$ cat src/rtl/serial_adder_4bit.sv
// Bit-serial unsigned adder: one full adder, a carry flip-flop and shift
// registers process the operands LSB first, one bit per clock. The result
// registers update only when the last bit has been added, so partial sums
// are never visible on the outputs.
//
// state | meaning
// IDLE  | waiting for start; sum/cout hold the last result
// SHIFT | adding one bit per clock, counter selects the bit
// DONE  | result just loaded, done pulse; start here chains a new add
module serial_adder_4bit #(
    parameter int WIDTH = 4
) (
    input  logic             clk,
    input  logic             rst_n,
    input  logic             start,
    input  logic [WIDTH-1:0] a,
    input  logic [WIDTH-1:0] b,
    input  logic             cin,
    output logic [WIDTH-1:0] sum,
    output logic             cout,
    output logic             busy,
    output logic             done
);

    localparam int CW = (WIDTH > 1) ? $clog2(WIDTH) : 1;

    typedef enum logic [1:0] {
        IDLE  = 2'd0,
        SHIFT = 2'd1,
        DONE  = 2'd2
    } state_t;

    state_t           r_state;
    state_t           w_state_nxt;
    logic [CW-1:0]    r_cnt;
    logic [WIDTH-1:0] r_a_sr;
    logic [WIDTH-1:0] r_b_sr;
    logic [WIDTH-1:0] r_sum_sr;
    logic             r_carry;
    logic [WIDTH-1:0] r_sum;
    logic             r_cout;

    logic             w_load;
    logic             w_shift;
    logic             w_last;
    logic             w_sum_bit;
    logic             w_carry_nxt;
    logic [WIDTH-1:0] w_sum_sr_nxt;

    // Single full adder working on the current LSBs of the operand shifters.
    assign w_sum_bit    = r_a_sr[0] ^ r_b_sr[0] ^ r_carry;
    assign w_carry_nxt  = (r_a_sr[0] & r_b_sr[0]) | (r_carry & (r_a_sr[0] ^ r_b_sr[0]));
    assign w_sum_sr_nxt = {w_sum_bit, r_sum_sr[WIDTH-1:1]};
    assign w_last       = (r_cnt == CW'(WIDTH - 1));

    // State register.
    always_ff @(posedge clk or negedge rst_n) begin
        if (!rst_n) begin
            r_state <= IDLE;
        end else begin
            r_state <= w_state_nxt;
        end
    end

    // Next-state decode and datapath control strobes.
    always_comb begin
        w_state_nxt = r_state;
        w_load      = 1'b0;
        w_shift     = 1'b0;
        case (r_state)
            IDLE: begin
                if (start) begin
                    w_load      = 1'b1;
                    w_state_nxt = SHIFT;
                end
            end
            SHIFT: begin
                w_shift = 1'b1;
                if (w_last) begin
                    w_state_nxt = DONE;
                end
            end
            DONE: begin
                if (start) begin
                    w_load      = 1'b1;
                    w_state_nxt = SHIFT;
                end else begin
                    w_state_nxt = IDLE;
                end
            end
            default: begin
                w_state_nxt = IDLE;
            end
        endcase
    end

    // Serial datapath: operand latch, per-bit add/shift, result load on the last bit.
    always_ff @(posedge clk or negedge rst_n) begin
        if (!rst_n) begin
            r_cnt    <= '0;
            r_a_sr   <= '0;
            r_b_sr   <= '0;
            r_sum_sr <= '0;
            r_carry  <= 1'b0;
            r_sum    <= '0;
            r_cout   <= 1'b0;
        end else if (w_load) begin
            r_cnt    <= '0;
            r_a_sr   <= a;
            r_b_sr   <= b;
            r_sum_sr <= '0;
            r_carry  <= cin;
        end else if (w_shift) begin
            r_cnt    <= r_cnt + CW'(1);
            r_a_sr   <= {1'b0, r_a_sr[WIDTH-1:1]};
            r_b_sr   <= {1'b0, r_b_sr[WIDTH-1:1]};
            r_sum_sr <= w_sum_sr_nxt;
            r_carry  <= w_carry_nxt;
            if (w_last) begin
                r_sum  <= w_sum_sr_nxt;
                r_cout <= w_carry_nxt;
            end
        end
    end

    assign sum  = r_sum;
    assign cout = r_cout;
    assign busy = (r_state == SHIFT);
    assign done = (r_state == DONE);

endmodule

$ cat config.mk
export PLATFORM = sky130hd
export DESIGN_NAME = serial_adder_4bit
export DESIGN_NICKNAME = d
export VERILOG_FILES = /design/src/rtl/serial_adder_4bit.sv
export SDC_FILE = /design/constraint.sdc
export NUM_CORES = 1
export LEC_CHECK = 0
export ABC_CLOCK_PERIOD_IN_PS = 4200
export CORE_ASPECT_RATIO = 1.5
export CORE_MARGIN = 2
export CORE_UTILIZATION = 25
export CTS_CLUSTER_DIAMETER = 30
export DETAILED_ROUTE_END_ITERATION = 8
export MAX_ROUTING_LAYER = met4
export PLACE_DENSITY_LB_ADDON = 0.2
export SYNTH_ARGS = -nofsm -noshare
export SYNTH_HDL_FRONTEND = slang
export SYNTH_SLANG_ARGS = --single-unit
$ cat constraint.sdc
create_clock -name clk -period 4.2 [get_ports clk]
set_input_delay 0.84 -clock clk [delete_from_list [all_inputs] [get_ports clk]]
set_output_delay 0.84 -clock clk [all_outputs]
set_load 0.02 [all_outputs]
# --- After elaboration in Yosys (flattened, before gate mapping) ---
# Cells that the tools add are included.
word_totals:
  ramBits: 0
  elab_cells: 42
  register_bits: 22
  mem_bits_ro: 0
  inputBits: 12
  mem_count: 0
  latchBits: 0
classes:
  multipliers: 0
  div: 0
  shifts: 0
  n_eq_ne: 5
  n_lt_le_gt_ge: 0
  n_reduce_logical: 5
  n_bitwise: 6
  addsub: 1
  mux: 17
op_table:
  columns: ["cell", "n"]
  rows:
  - ["two-way mux 4 bit", 6]
  - ["two-way mux 2 bit", 4]
  - ["two-way mux 1 bit", 6]
  - ["case mux 2 bit (3 select lines)", 1]
  - ["== test 2 bit (second input constant)", 2]
  - ["AND reduction 3 bit", 1]
  - ["adder 2 x 1 -> 2 bit (second input constant)", 1]
  - ["bitwise AND 1 bit", 2]
  - ["== test 2 x 1 -> 1 bit (second input constant)", 1]
  - ["zero test 2 bit", 1]
  - ["inequality test 2 x 1 -> 1 bit (second input constant)", 1]
  - ["inequality test 2 bit (second input constant)", 1]
  - ["AND reduction 2 bit", 1]
  - ["nonzero test 2 bit", 1]
  - ["OR reduction 2 bit", 1]
  - ["XOR 1 bit", 2]
  - ["NOT 1 bit", 1]
  - ["OR 1 bit", 1]

# --- Longest topological paths before layout ---
depth:
  word_depth: 5
  depth_mapped: 4
  depth_no_buf: 4

# --- Worst setup path before layout ---
# OpenSTA, ideal clock, no wires.
synth_timing:
  path_kind: "flip-flop to output port"
  start: "register r_state[0]"
  end: "output done"
  t_arrival_ps: 892
  required_time_ps: 3360
  path_slack_ps: 2468
  n_path_buf: 1
  path_stages_with_launch: 3
  cell_sequence: "dfrtp_1 buf_2 nor2b_1"
synth_between:
  elab_chain_cells: 1
synth_lines:
  columns: ["item", "line", "rtl"]
  rows:
  - ["start, declared", "33", "state_t r_state;"]
  - ["start signal, assigned", "61", "r_state <= w_state_nxt;"]
  - ["== test 2 bit", "129", "assign done = (r_state == DONE);"]
  - ["end, declared", "22", "output logic done"]
# Every way passes these cells.

# --- Worst setup path after layout ---
layout_timing:
  start: "register r_state[0]"
  end: "output busy"
layout_between:
  elab_chain_cells: 1
layout_lines:
  columns: ["item", "line", "rtl"]
  rows:
  - ["== test 2 x 1 -> 1 bit", "128", "assign busy = (r_state == SHIFT);"]
  - ["end, declared", "21", "output logic busy,"]
# Every way passes these cells.

==> results.cfg <==
[sta]
rsz0062_at_grt = false
relSlewSlack = 0.356
worst_slew_pin_slew_ns = 0.963
layout_min_cycle_time_ns = 2.75
fmax_mhz = 363
setup_viol = 0
slew_viol_final = 0
hold_violations = 0
worst_slack_ns = 1.45
finClkSkew_ns = 0.000960
setup_tns_ns = 0
timing.final.crit_share = 0.655

[logic_synthesis]
synth-seq-area-share = 0.507
syn_area_sq_um = 1040
synth_area_leaders = dfrtp_1 (51%), mux2_4 (7.2%), mux2i_1 (5.8%), a211oi_1 (3.6%), nor2b_1 (3.6%)
ys.flop_type = dfrtp_1
synthTopCellsByCount = dfrtp_1 (21), mux2i_1 (6), nor2b_1 (6)
syn_area_per_cell_sq_um = 12.3
syn_inst = 84
syn_nets = 98
yosysMostFrequentCell = dfrtp_1
synth_top_area_cell = dfrtp_1
synth-seq-cells = 21
yosysUniqueCellTypes = 27
synth_edf_count = 0
synth.top_cell.area_share = 0.507
async_flop_share = 1.00
yosysWarnings = 0

[clocking]
postCtsSetupBuffers = 0
clock_path_buffers = 2
numCtsBuffers = 3
cts_tree = yes
postCtsHoldBufs = 0
htreeDepth = 1
postCtsResizedCells = 0
clkTransAtPathRegs_ns = 0.08
clock-root-buffer = clkbuf_8
clock-sinks = 21
clock_latency_ns = 0.25

[hold_path]
min_from = r_cnt[0]
worstHoldPathCells = 1
hp-class = register to register
min_to = r_cnt[0]

[layout]
nFillCells = 416
diodes = 0
multi_input_area_sq_um = 465
fin_nets = 117
drive_gt1_frac = 0.137
regArea_sq_um = 526
finalInstanceArea_sq_um = 1280
fin_cells = 147
area_growth_pct = 23.8

[setup_path]
rr_startpoint = r_state[0]
crit_fanout = 22
crit_path_max_incr_delay_ns = 0.79
cp.buffers_inverters = 2
crit_slowest_cell = dfrtp_1
rrSetupSlack_ns = 2.63
critical_path_class = register to primary output
critPathRequiredTime_ns = 3.36
critPathCaptureType = primary output
crit_start = r_state[0]
cp.arrival_ns = 1.91
critPathTopFamily = flip-flops
r2r-end = sum[2]
startpoint_type = register
worstPathCellList = nand2b_4 -> inv_4 -> clkdlybuf4s50_1
r2r_cells = 4

[global_route]
antenna_found_initial = 0
gr-total-overflow = 0
grt_util_all_layers = 0.0912
grt_max_degree = 23
first_global_vias = 679
grt_pass1_wl_um = 3280

[floorplanning]
core-area_sq_um = 3960
die_y_um = 82.8
io_pins = 19
start_util = 0.262
dieArea_sq_um = 4690
fp.dieW_um = 56.6
rows = 28

[power_and_ir_drop]
total_leakage_power_nw = 0.547
power.density_nw_per_um2 = 745
vdd_drop_max_v = 0.000259
finalPower_w = 0.000955

[placed_design]
place_hpwl_um = 1310
dp_slack_ns = 1.74
gp_congestion = 0.705
placed_area_sq_um = 1240
port_buffers = 18
dp.cells = 143

[routing]
dr.pass1.iters = 2
top_layer = met4
drc_errors = 0
wl_per_cell_um = 12.8
dr_wl_met2_um = 897
drt-total-wl_um = 1880
final_antenna_net_count = 0
route.met3.wl_um = 67
vias = 671
wl_met1_um = 882
dr.first_iter.drc_count = 2
viasPerCell = 4.56

[status]
status = finished clean

[run]
drv_cap = 0
## per-layer routing
| layer | track usage | vias to the layer above |
|---|---|---|
| met4 | 0.0519 | 0 |
| met1 | 0.117 | 318 |
| met3 | 0.00935 | 4 |
| met2 | 0.138 | 13 |
| met5 | - | - |
| li1 | - | 336 |
## through the flow
step | util | hold WS [ns]
after floorplan | - | 0.464
after global placement | 0.313 | 0.494
after global routing | 0.324 | 0.529
after CTS | 0.324 | 0.508
final | 0.324 | 0.501
after detailed placement | 0.313 | 0.490
## worst max-delay path by stage
stage | end | depth (start not counted) | slack (ns)
finish | busy | 3 | 1.45
floorplan | done | 2 | 2.47
detailed placement | busy | 3 | 1.74
global placement | busy | 3 | 1.76
CTS | busy | 3 | 1.46
global route | busy | 3 | 1.34
## registers in the layout (all words and copies together) (netlist names)
signal / count
r_carry: 1
cout: 1
r_cnt: 2
r_a_sr: 4
r_sum_sr: 3
r_state: 2
r_b_sr: 4
sum: 4
## logic make-up after synthesis
logic type	count (synthesis)	synth area share
compound gates	20	0.126
mux	15	0.174
fa+ha+maj	2	0.0314
flops	21	0.507
buf+inv	6	0.0435
simple gates	20	0.118
## power by group
part | switching (W) | internal [W]
Sequential | 0.000104 | 0.000298
Clock | 0.0000646 | 0.0000675
Combinational | 0.000177 | 0.000245
Total | 0.000345 | 0.000610
## worst register-to-register path: cells and delay by family (launching register included)
family / cells / cell delay, ns
muxes: 1 / 0.31
DFF: 1 / 0.79
and+or+nand+nor: 2 / 0.25
buffers and inverters: 1 / 0.12
## cells in the final DEF, fill, tap and decap left out, types with 2 or more instances in the layout
| master | instances |
|---|---|
| a211oi_1 | 5 |
| a21oi_1 | 5 |
| a22o_1 | 4 |
| clkbuf_8 | 3 |
| clkdlybuf4s50_1 | 18 |
| dfrtp_1 | 21 |
| mux2_1 | 2 |
| mux2_2 | 2 |
| mux2_4 | 5 |
| mux2i_1 | 6 |
| nand2b_1 | 2 |
| nand3_1 | 2 |
| nor2_1 | 4 |
| nor2b_1 | 6 |
| nor3_1 | 2 |
| o21ai_0 | 3 |
| o22ai_1 | 2 |
## area by class of cell
type                       count  area share
sequential                    21       0.410
tap                           45      0.0439
timing repair buffer          18       0.140
multi-input combinational     57       0.363
inverter                       2     0.00780
clock buffer                   4      0.0351
Power figures use the tool's default switching activity.
